[src/rtl/muldiv_pkg.sv]
// muldiv_pkg: operation/state encodings and default width shared by mul_div_unit.
package muldiv_pkg;
    localparam int XLEN_DEF = 32;
    typedef enum logic [1:0] {OP_MULT = 2'b00, OP_MULTU = 2'b01, OP_DIV = 2'b10, OP_DIVU = 2'b11} op_e;
    typedef enum logic [1:0] {S_IDLE, S_CALC, S_FIX} state_e;
endpackage

[src/rtl/muldiv_step.sv]
// muldiv_step: one radix-2 iteration; mode_i=0 shift-add multiply, mode_i=1 restoring divide.
module muldiv_step #(
    parameter int XLEN = 32
) (
    input  logic            mode_i,
    input  logic [XLEN-1:0] hi_i,
    input  logic [XLEN-1:0] lo_i,
    input  logic [XLEN-1:0] b_i,
    output logic [XLEN-1:0] hi_o,
    output logic [XLEN-1:0] lo_o
);
    logic [XLEN:0] sum;
    logic [XLEN:0] rem;
    logic          ge;
    always_comb begin
        sum  = {1'b0, hi_i} + (lo_i[0] ? {1'b0, b_i} : '0);
        // Partial remainder is one bit wider than the divisor before the trial subtract.
        rem  = {hi_i, lo_i[XLEN-1]};
        ge   = rem >= {1'b0, b_i};
        hi_o = mode_i ? (ge ? rem[XLEN-1:0] - b_i : rem[XLEN-1:0]) : sum[XLEN:1];
        lo_o = mode_i ? {lo_i[XLEN-2:0], ge} : {sum[0], lo_i[XLEN-1:1]};
    end
endmodule

[src/rtl/mul_div_unit.sv]
// mul_div_unit: iterative MULT/MULTU/DIV/DIVU with HI/LO registers for the MIPS EX stage.
// Define MULDIV_DIV_EN to build the divide datapath; without it divide starts are ignored.
module mul_div_unit
    import muldiv_pkg::*;
#(
    parameter int XLEN   = XLEN_DEF,
    parameter int UNROLL = 1
) (
    input  logic            clk_i,
    input  logic            rst_i,
    input  logic            start_i,
    input  logic [1:0]      op_i,
    input  logic [XLEN-1:0] rs_i,
    input  logic [XLEN-1:0] rt_i,
    input  logic            mthi_i,
    input  logic            mtlo_i,
    input  logic [XLEN-1:0] wdata_i,
    input  logic            flush_i,
    output logic            busy_o,
    output logic            done_o,
    output logic [XLEN-1:0] hi_o,
    output logic [XLEN-1:0] lo_o
);
    localparam int N  = XLEN / UNROLL;
    localparam int CW = $clog2(N + 1);
`ifdef MULDIV_DIV_EN
    localparam bit DIV_EN = 1'b1;
`else
    localparam bit DIV_EN = 1'b0;
`endif

    state_e                   state_q, state_d;
    logic [CW-1:0]            count_q, count_d;
    logic [2*XLEN-1:0]        acc_q, acc_d, prod;
    logic [XLEN-1:0]          b_q, b_d, hi_q, hi_d, lo_q, lo_d;
    logic [XLEN-1:0]          rs_abs, rt_abs, quo, rem;
    logic                     div_q, div_d, negp_q, negp_d, negr_q, negr_d;
    logic                     dz_q, dz_d, pend_q, pend_d, done_q, done_d;
    logic                     sgn, accept;
    logic [UNROLL:0][XLEN-1:0] hi_c, lo_c;

    // acc holds {hi, lo}: product for multiply, {remainder, quotient} for divide.
    assign hi_c[0] = acc_q[2*XLEN-1:XLEN];
    assign lo_c[0] = acc_q[XLEN-1:0];

    genvar g;
    generate
        for (g = 0; g < UNROLL; g++) begin : g_step
            muldiv_step #(.XLEN(XLEN)) u_step (
                .mode_i (div_q),
                .hi_i   (hi_c[g]),
                .lo_i   (lo_c[g]),
                .b_i    (b_q),
                .hi_o   (hi_c[g+1]),
                .lo_o   (lo_c[g+1])
            );
        end
    endgenerate

    always_comb begin
        sgn     = op_i == OP_MULT || op_i == OP_DIV;
        accept  = state_q == S_IDLE && start_i && !flush_i && (DIV_EN || !op_i[1]);
        rs_abs  = sgn && rs_i[XLEN-1] ? -rs_i : rs_i;
        rt_abs  = sgn && rt_i[XLEN-1] ? -rt_i : rt_i;
        prod    = negp_q ? -acc_q : acc_q;
        quo     = dz_q ? '1 : negp_q ? -acc_q[XLEN-1:0] : acc_q[XLEN-1:0];
        rem     = negr_q ? -acc_q[2*XLEN-1:XLEN] : acc_q[2*XLEN-1:XLEN];
        state_d = state_q;
        count_d = count_q;
        acc_d   = acc_q;
        b_d     = b_q;
        div_d   = div_q;
        negp_d  = negp_q;
        negr_d  = negr_q;
        dz_d    = dz_q;
        pend_d  = 1'b0;
        done_d  = pend_q;
        // The fixed result waits one cycle in acc before landing in HI/LO.
        hi_d    = pend_q ? acc_q[2*XLEN-1:XLEN] : hi_q;
        lo_d    = pend_q ? acc_q[XLEN-1:0] : lo_q;
        case (state_q)
            S_IDLE: begin
                if (accept) begin
                    state_d = S_CALC;
                    count_d = CW'(N);
                    div_d   = DIV_EN && op_i[1];
                    acc_d   = {{XLEN{1'b0}}, op_i[1] ? rs_abs : rt_abs};
                    b_d     = op_i[1] ? rt_abs : rs_abs;
                    negp_d  = sgn && (rs_i[XLEN-1] ^ rt_i[XLEN-1]);
                    negr_d  = sgn && rs_i[XLEN-1];
                    dz_d    = rt_i == '0;
                end else begin
                    if (mthi_i) hi_d = wdata_i;
                    if (mtlo_i) lo_d = wdata_i;
                end
            end
            S_CALC: begin
                acc_d   = {hi_c[UNROLL], lo_c[UNROLL]};
                count_d = count_q - 1'b1;
                state_d = flush_i ? S_IDLE : count_q == CW'(1) ? S_FIX : S_CALC;
            end
            S_FIX: begin
                acc_d   = div_q ? {rem, quo} : prod;
                pend_d  = !flush_i;
                state_d = S_IDLE;
            end
            default: state_d = S_IDLE;
        endcase
    end

    always_ff @(posedge clk_i or posedge rst_i) begin
        if (rst_i) begin
            state_q <= S_IDLE;
            count_q <= '0;
            acc_q   <= '0;
            b_q     <= '0;
            div_q   <= 1'b0;
            negp_q  <= 1'b0;
            negr_q  <= 1'b0;
            dz_q    <= 1'b0;
            pend_q  <= 1'b0;
            done_q  <= 1'b0;
            hi_q    <= '0;
            lo_q    <= '0;
        end else begin
            state_q <= state_d;
            count_q <= count_d;
            acc_q   <= acc_d;
            b_q     <= b_d;
            div_q   <= div_d;
            negp_q  <= negp_d;
            negr_q  <= negr_d;
            dz_q    <= dz_d;
            pend_q  <= pend_d;
            done_q  <= done_d;
            hi_q    <= hi_d;
            lo_q    <= lo_d;
        end
    end

    assign busy_o = state_q != S_IDLE;
    assign done_o = done_q;
    assign hi_o   = hi_q;
    assign lo_o   = lo_q;
endmodule
[config.mk]
export PLATFORM = sky130hd
export DESIGN_NAME = mul_div_unit
export DESIGN_NICKNAME = d
export VERILOG_FILES = /design/src/rtl/muldiv_pkg.sv /design/src/rtl/muldiv_step.sv /design/src/rtl/mul_div_unit.sv
export SDC_FILE = /design/constraint.sdc
export NUM_CORES = 1
export LEC_CHECK = 0
export ABC_AREA = 1
export CAP_MARGIN = 10
export CORE_MARGIN = 8
export CORE_UTILIZATION = 44
export CTS_CLUSTER_DIAMETER = 150
export DETAILED_ROUTE_END_ITERATION = 7
export PLACE_DENSITY_LB_ADDON = 0.08
export SYNTH_ARGS = -nofsm -noshare
export SYNTH_HDL_FRONTEND = slang
export SYNTH_SLANG_ARGS = --single-unit
export TNS_END_PERCENT = 1
[constraint.sdc]
create_clock -name clk_i -period 7.35 [get_ports clk_i]
set_input_delay 0.735 -clock clk_i [delete_from_list [all_inputs] [get_ports clk_i]]
set_output_delay 0.735 -clock clk_i [all_outputs]
set_load 0.05 [all_outputs]
Word-level counts from Yosys, hierarchy flattened
Index checks and enable logic that the tools add are counted.

Bits in registers: 172. Latch bits: 0. Bits in writable memories: 0. Memory bits (read-only): 0. Bits of input ports: 104. Output and inout port bits: 66. Logic and storage cells: 66. Memories: 0.

Add/sub/neg operators: 5. $mul: 0. Div/mod/pow operators: 0. Order comparisons: 0. Eq/ne operators: 7. Shift-type cells: 0. Mux-type cells: 23. Bitwise operators: 1. Reduce and logical (&&, ||, !) cells: 19.

Operators by type and width (count): two-way mux 32 bit (13); case mux 64 bit (3 select lines) (1); two-way mux 64 bit (2); negation 32 bit (2); negation 64 bit (1); adder 32 x 33 -> 33 bit (1); zero test 32 bit (1); case mux 6 bit (2 select lines) (1); == test 6 x 1 -> 1 bit (second input constant) (1); logical AND 1 bit (6); two-way mux 2 bit (3); two-way mux 6 bit (1); subtractor 6 x 1 -> 6 bit (second input constant) (1); == test 2 bit (second input constant) (2); zero test 2 bit (2); != test 2 bit (second input constant) (2); case mux 2 bit (2 select lines) (1); AND reduction 2 bit (2); AND reduction 4 bit (1); nonzero test 2 bit (2); != test 3 bit (second input constant) (1); AND reduction 3 bit (1); nonzero test 3 bit (1); == test 2 x 1 -> 1 bit (second input constant) (1); other kinds (4) (5).

Depth between registers and ports, before layout
Depth after elaboration: 7. Depth in mapped cells: 20. Mapped depth without buffers: 18.

Modules after synthesis
From an unflattened synthesis, not the netlist that was laid out.

Cells, all modules: 3194. Area, all modules: 18517.8 um2.

Modules (own cells, without submodules): mul_div_unit (instances 1, cells each 1914, area each 12289.3 um2); muldiv_step (instances 1, cells each 1280, area each 6228.5 um2).

Least setup slack after synthesis
Ideal clock, no wire load.

Path kind: reg2reg. From: register acc_q[0]. To: register acc_q[47]. Library setup time: 0.117 ns. Arrival: 2.255 ns. Data required time: 7.233 ns. Setup slack: 4.978 ns. Stages on the path, launching flop included: 20. Path buffers: 2. Period minus slack after synthesis: 2.372 ns. Path through: dfrtp_1 buf_2 clkbuf_1 nand2_1 inv_1 ha_1 inv_1 fa_1 inv_1 nand3_1 nand3_1 nand2_1 nand2_1 nand2_1 nand2b_1 nand2_1 nand2_1 o21ai_0 nand2_1 nand2_1.

Word-level cells in the longest chain between the ends: 3. Elaborated cells between the ends (all ways): 5.

Ends and longest elaborated chain: start: declaration (line mul_div_unit.sv:34) `logic [2*XLEN-1:0] acc_q, acc_d, prod;`; start signal: assignment (line mul_div_unit.sv:115) `acc_q <= '0;`; start signal: assignment (line mul_div_unit.sv:128) `acc_q <= acc_d;`; negation 64 bit / two-way mux 32 bit (equally long branches) (line mul_div_unit.sv:65, muldiv_step.sv:16); two-way mux 64 bit / adder 32 x 33 -> 33 bit (equally long branches) (line mul_div_unit.sv:65, muldiv_step.sv:16); case mux 64 bit (3 select lines) (*) (line mul_div_unit.sv:81) `case (state_q)`.

Mark *: on every way between the ends. The rest lies on a longest branch, timed or not. The select of a mux whose other input is x is not followed. A chain may end at the register's enable or synchronous reset.

Final worst setup path
From: input op_i[1]. To: register acc_q[4].

Word-level cells in the longest chain between the ends: 7. Elaborated cells between the ends (all ways): 14.

Ends and longest elaborated chain: start: declaration (line mul_div_unit.sv:12) `input logic [1:0] op_i,`; == test 2 bit / zero test 2 bit (equally long branches) (line mul_div_unit.sv:61) `sgn = op_i == OP_MULT || op_i == OP_DIV;`; logical OR 1 bit (line mul_div_unit.sv:61); logical AND 1 bit (on tied branches) (line mul_div_unit.sv:64, mul_div_unit.sv:63); two-way mux 32 bit (on tied branches) (line mul_div_unit.sv:64, mul_div_unit.sv:63); two-way mux 32 bit (line mul_div_unit.sv:87) `acc_d = {{XLEN{1'b0}}, op_i[1] ? rs_abs : rt_abs};`; two-way mux 64 bit (line mul_div_unit.sv:83) `if (accept) begin`; case mux 64 bit (3 select lines) (line mul_div_unit.sv:81).

Several ways; a longest one is shown, not always the timed one. The select of a mux whose other input is x is not followed.

==> impl_metrics.ini <==
[status]
outcome = completed

[synth]
ys_seq_area_frac = 0.292
ys_seq_elements = 171
synth_top_area_frac = 0.292
synth_most_common_cell = nand2_1
yosysWarnings = 0
yosys-top-cells-area = dfrtp_1, nand2_1, nand3_1
syn_nets = 2522
synthCells = 2376
yosysTopAreaCell = dfrtp_1
synth-main-ff-cell = dfrtp_1
synth_edf_count = 0
async_reset_ff_frac = 1.00
synth_area_per_cell_um2 = 6.16
ys_types = 40
synth_common_cells = nand2_1, inv_1, nor2_1
netlist_area_um2 = 14600

[worst_setup_path]
r2r_cells = 11
critPathBufInv = 4
path_delay_family = buffers and inverters
path_cells = clkdlybuf4s50_1 > buf_4 > nor3_4 > nor2_2 > nor3_2 > buf_4 > nand2_1 > inv_2 > a22oi_1 > o21ai_1
reg2reg_from = state_q[0]
critPathKind = in2reg
r2r_slack_ns = 3.81
r2r_end = acc_q[4]
worst_path_most_repeated_cell = buf_4
cp_slowest_cell = inv_2
critPathLaunchType = input port
endpoint_kind = flip-flop
cp.required_ns = 7.73
cp.arrival_ns = 4.12
cpPeakStageDelay_ns = 0.83
crit_fanout = 61

[cts]
clock-sinks = 171
path_clk_slew_ns = 0.07
insertion_delay_ns = 0.45
clk_path_buf_depth = 2
postCtsSetupBuffers = 0
cts_tree = built
ctsHoldBuffers = 0
root_buffer = clkbuf_16
cts_resized = 0
htree_levels = 4
cts_buffers = 17

[floorplan]
die_h_um = 198
die_area_um2 = 39400
io_pins = 170
fp.dieW_um = 198
start_util = 0.442
rows = 67
core_um2 = 33100

[placement]
dp_hpwl_um = 46400
dp.cells = 2933
gp_congestion = 0.965
dpl_cell_area_um2 = 16700
portBuffers = 169
place_ws_ns = 3.16

[worst_hold_path]
hold_depth = 1
worstHoldPathType = reg2reg
hold_path_startpoint = b_q[29]
min_to = b_q[29]

[sta]
finalSetupTns_ns = 0
post-route-min-period_ns = 3.74
tightest_slew_ns = 1.22
timing.hold.ws_ns = 0.484
report.final.setup_viol = 0
fin_skew_ns = 0.0122
fmax_ghz = 0.267
rsz0062_at_grt = false
fin_ws_ns = 3.61
maxSlewHeadroom = 0.184
fin_crit_sh = 0.509
hold_viol = 0
maxSlewViolCount = 0

[finish]
design_area_um2 = 17200
final_util = 0.521
fin_nets = 2650
fillers = 3439
final_cells = 2965
layout-drive-gt1-share = 0.0298
area_growth_pct = 17.7
n_antenna_cell = 0

[route]
vias = 16000
wl_per_cell_um = 19.6
avgViaCountPerCell = 5.40
routed_wl_um = 58200
drtIter0Drc = 1520
dr.pass1.iters = 8
drc_errors = 0
antenna_left = 0

[global_routing]
busiest_layer = met2
grtUsageMet1 = 0.397
grt_pass1_wl_um = 89400
grt_pass1_vias = 15100
antenna_found_initial = 1
grt_max_degree = 98
grt_use_total = 0.294
grt-ovfl-total = 0
use_met3 = 0.0381
grt_use_met2 = 0.483

[power_and_ir_drop]
p_total_mw = 6.74
powerDensity_nw_per_um2 = 391
vdd_drop_max_mv = 0.217
p_leak_nw = 8.59

[job]
cap_violations = 0
-- layout make-up --
type	instances	area (um^2)	share of cell area
Sequential cell	171	4280	0.248
Clock buffer	21	450	0.0261
Tap cell	448	561	0.0325
Inverter	337	1270	0.0737
Multi-Input combinational cell	1796	8800	0.511
Timing Repair Buffer	181	1780	0.103
Clock inverter	11	87.6	0.00508
-- worst max path at each step --
stage | from | end | slack [ns] | cells after the start
floorplan | rst_i | acc_q[0] | 1.98 | 1
global placement | op_i[1] | acc_q[4] | 3.24 | 10
detailed placement | op_i[1] | acc_q[4] | 3.16 | 10
CTS | op_i[1] | acc_q[4] | 3.63 | 10
global route | op_i[1] | acc_q[15] | 3.33 | 10
finish | op_i[1] | acc_q[4] | 3.61 | 10
-- power breakdown --
part           internal, mW  total [mW]  switching, mW
registers              1.35        1.83          0.476
clock network         0.445       0.863          0.418
logic                  1.23        4.05           2.81
total                  3.03        6.74           3.71
-- metal layers --
layer | wire (um) | share of wire
met2 | 27000 | 0.46
met1 | 25900 | 0.45
met3 | 3480 | 0.060
met5 | 11 | 0.00019
met4 | 1780 | 0.031
-- layout by cell type (no fill, tap or decap), types with 4 or more instances in the layout --
master / Yosys / layout
clkdlybuf4s50_1: 0 / 169
dfrtp_1: 171 / 170
nand3b_1: 14 / 14
clkinvlp_4: 0 / 4
a21oi_1: 130 / 130
nand3_1: 249 / 249
xnor2_1: 9 / 9
nor3_1: 23 / 23
nor2_1: 292 / 291
inv_1: 331 / 330
o21ai_1: 9 / 9
ha_1: 41 / 40
o211ai_1: 14 / 14
o22ai_1: 9 / 9
buf_4: 4 / 12
xor2_1: 15 / 15
mux2i_1: 75 / 75
nor2_2: 7 / 8
nand2_1: 717 / 715
or2_2: 9 / 9
inv_2: 5 / 5
a22oi_1: 12 / 12
inv_6: 0 / 4
clkbuf_16: 0 / 17
a21o_1: 12 / 12
nand4_1: 24 / 24
o21ai_0: 112 / 112
-- registers in the layout (all words and copies together) (netlist names) --
name	flops
done_d	1
lo_o	32
count_q	6
negp_q	1
b_q	32
hi_o	32
state_q	2
done_o	1
acc_q	64
-- cells by family (layout without fill, tap and decap cells) --
logic type | Yosys count | in the layout | synth area share
muxes | 75 | 75 | 0.0513
adders and majority gates | 42 | 42 | 0.0364
and+or+nand+nor | 1346 | 1346 | 0.384
buffers and inverters | 409 | 550 | 0.107
DFF | 171 | 171 | 0.292
xor gates and xnor gates | 24 | 24 | 0.0144
AOI/OAI and AO/OA | 309 | 309 | 0.115
No activity file was read; power rests on OpenSTA's default activity.
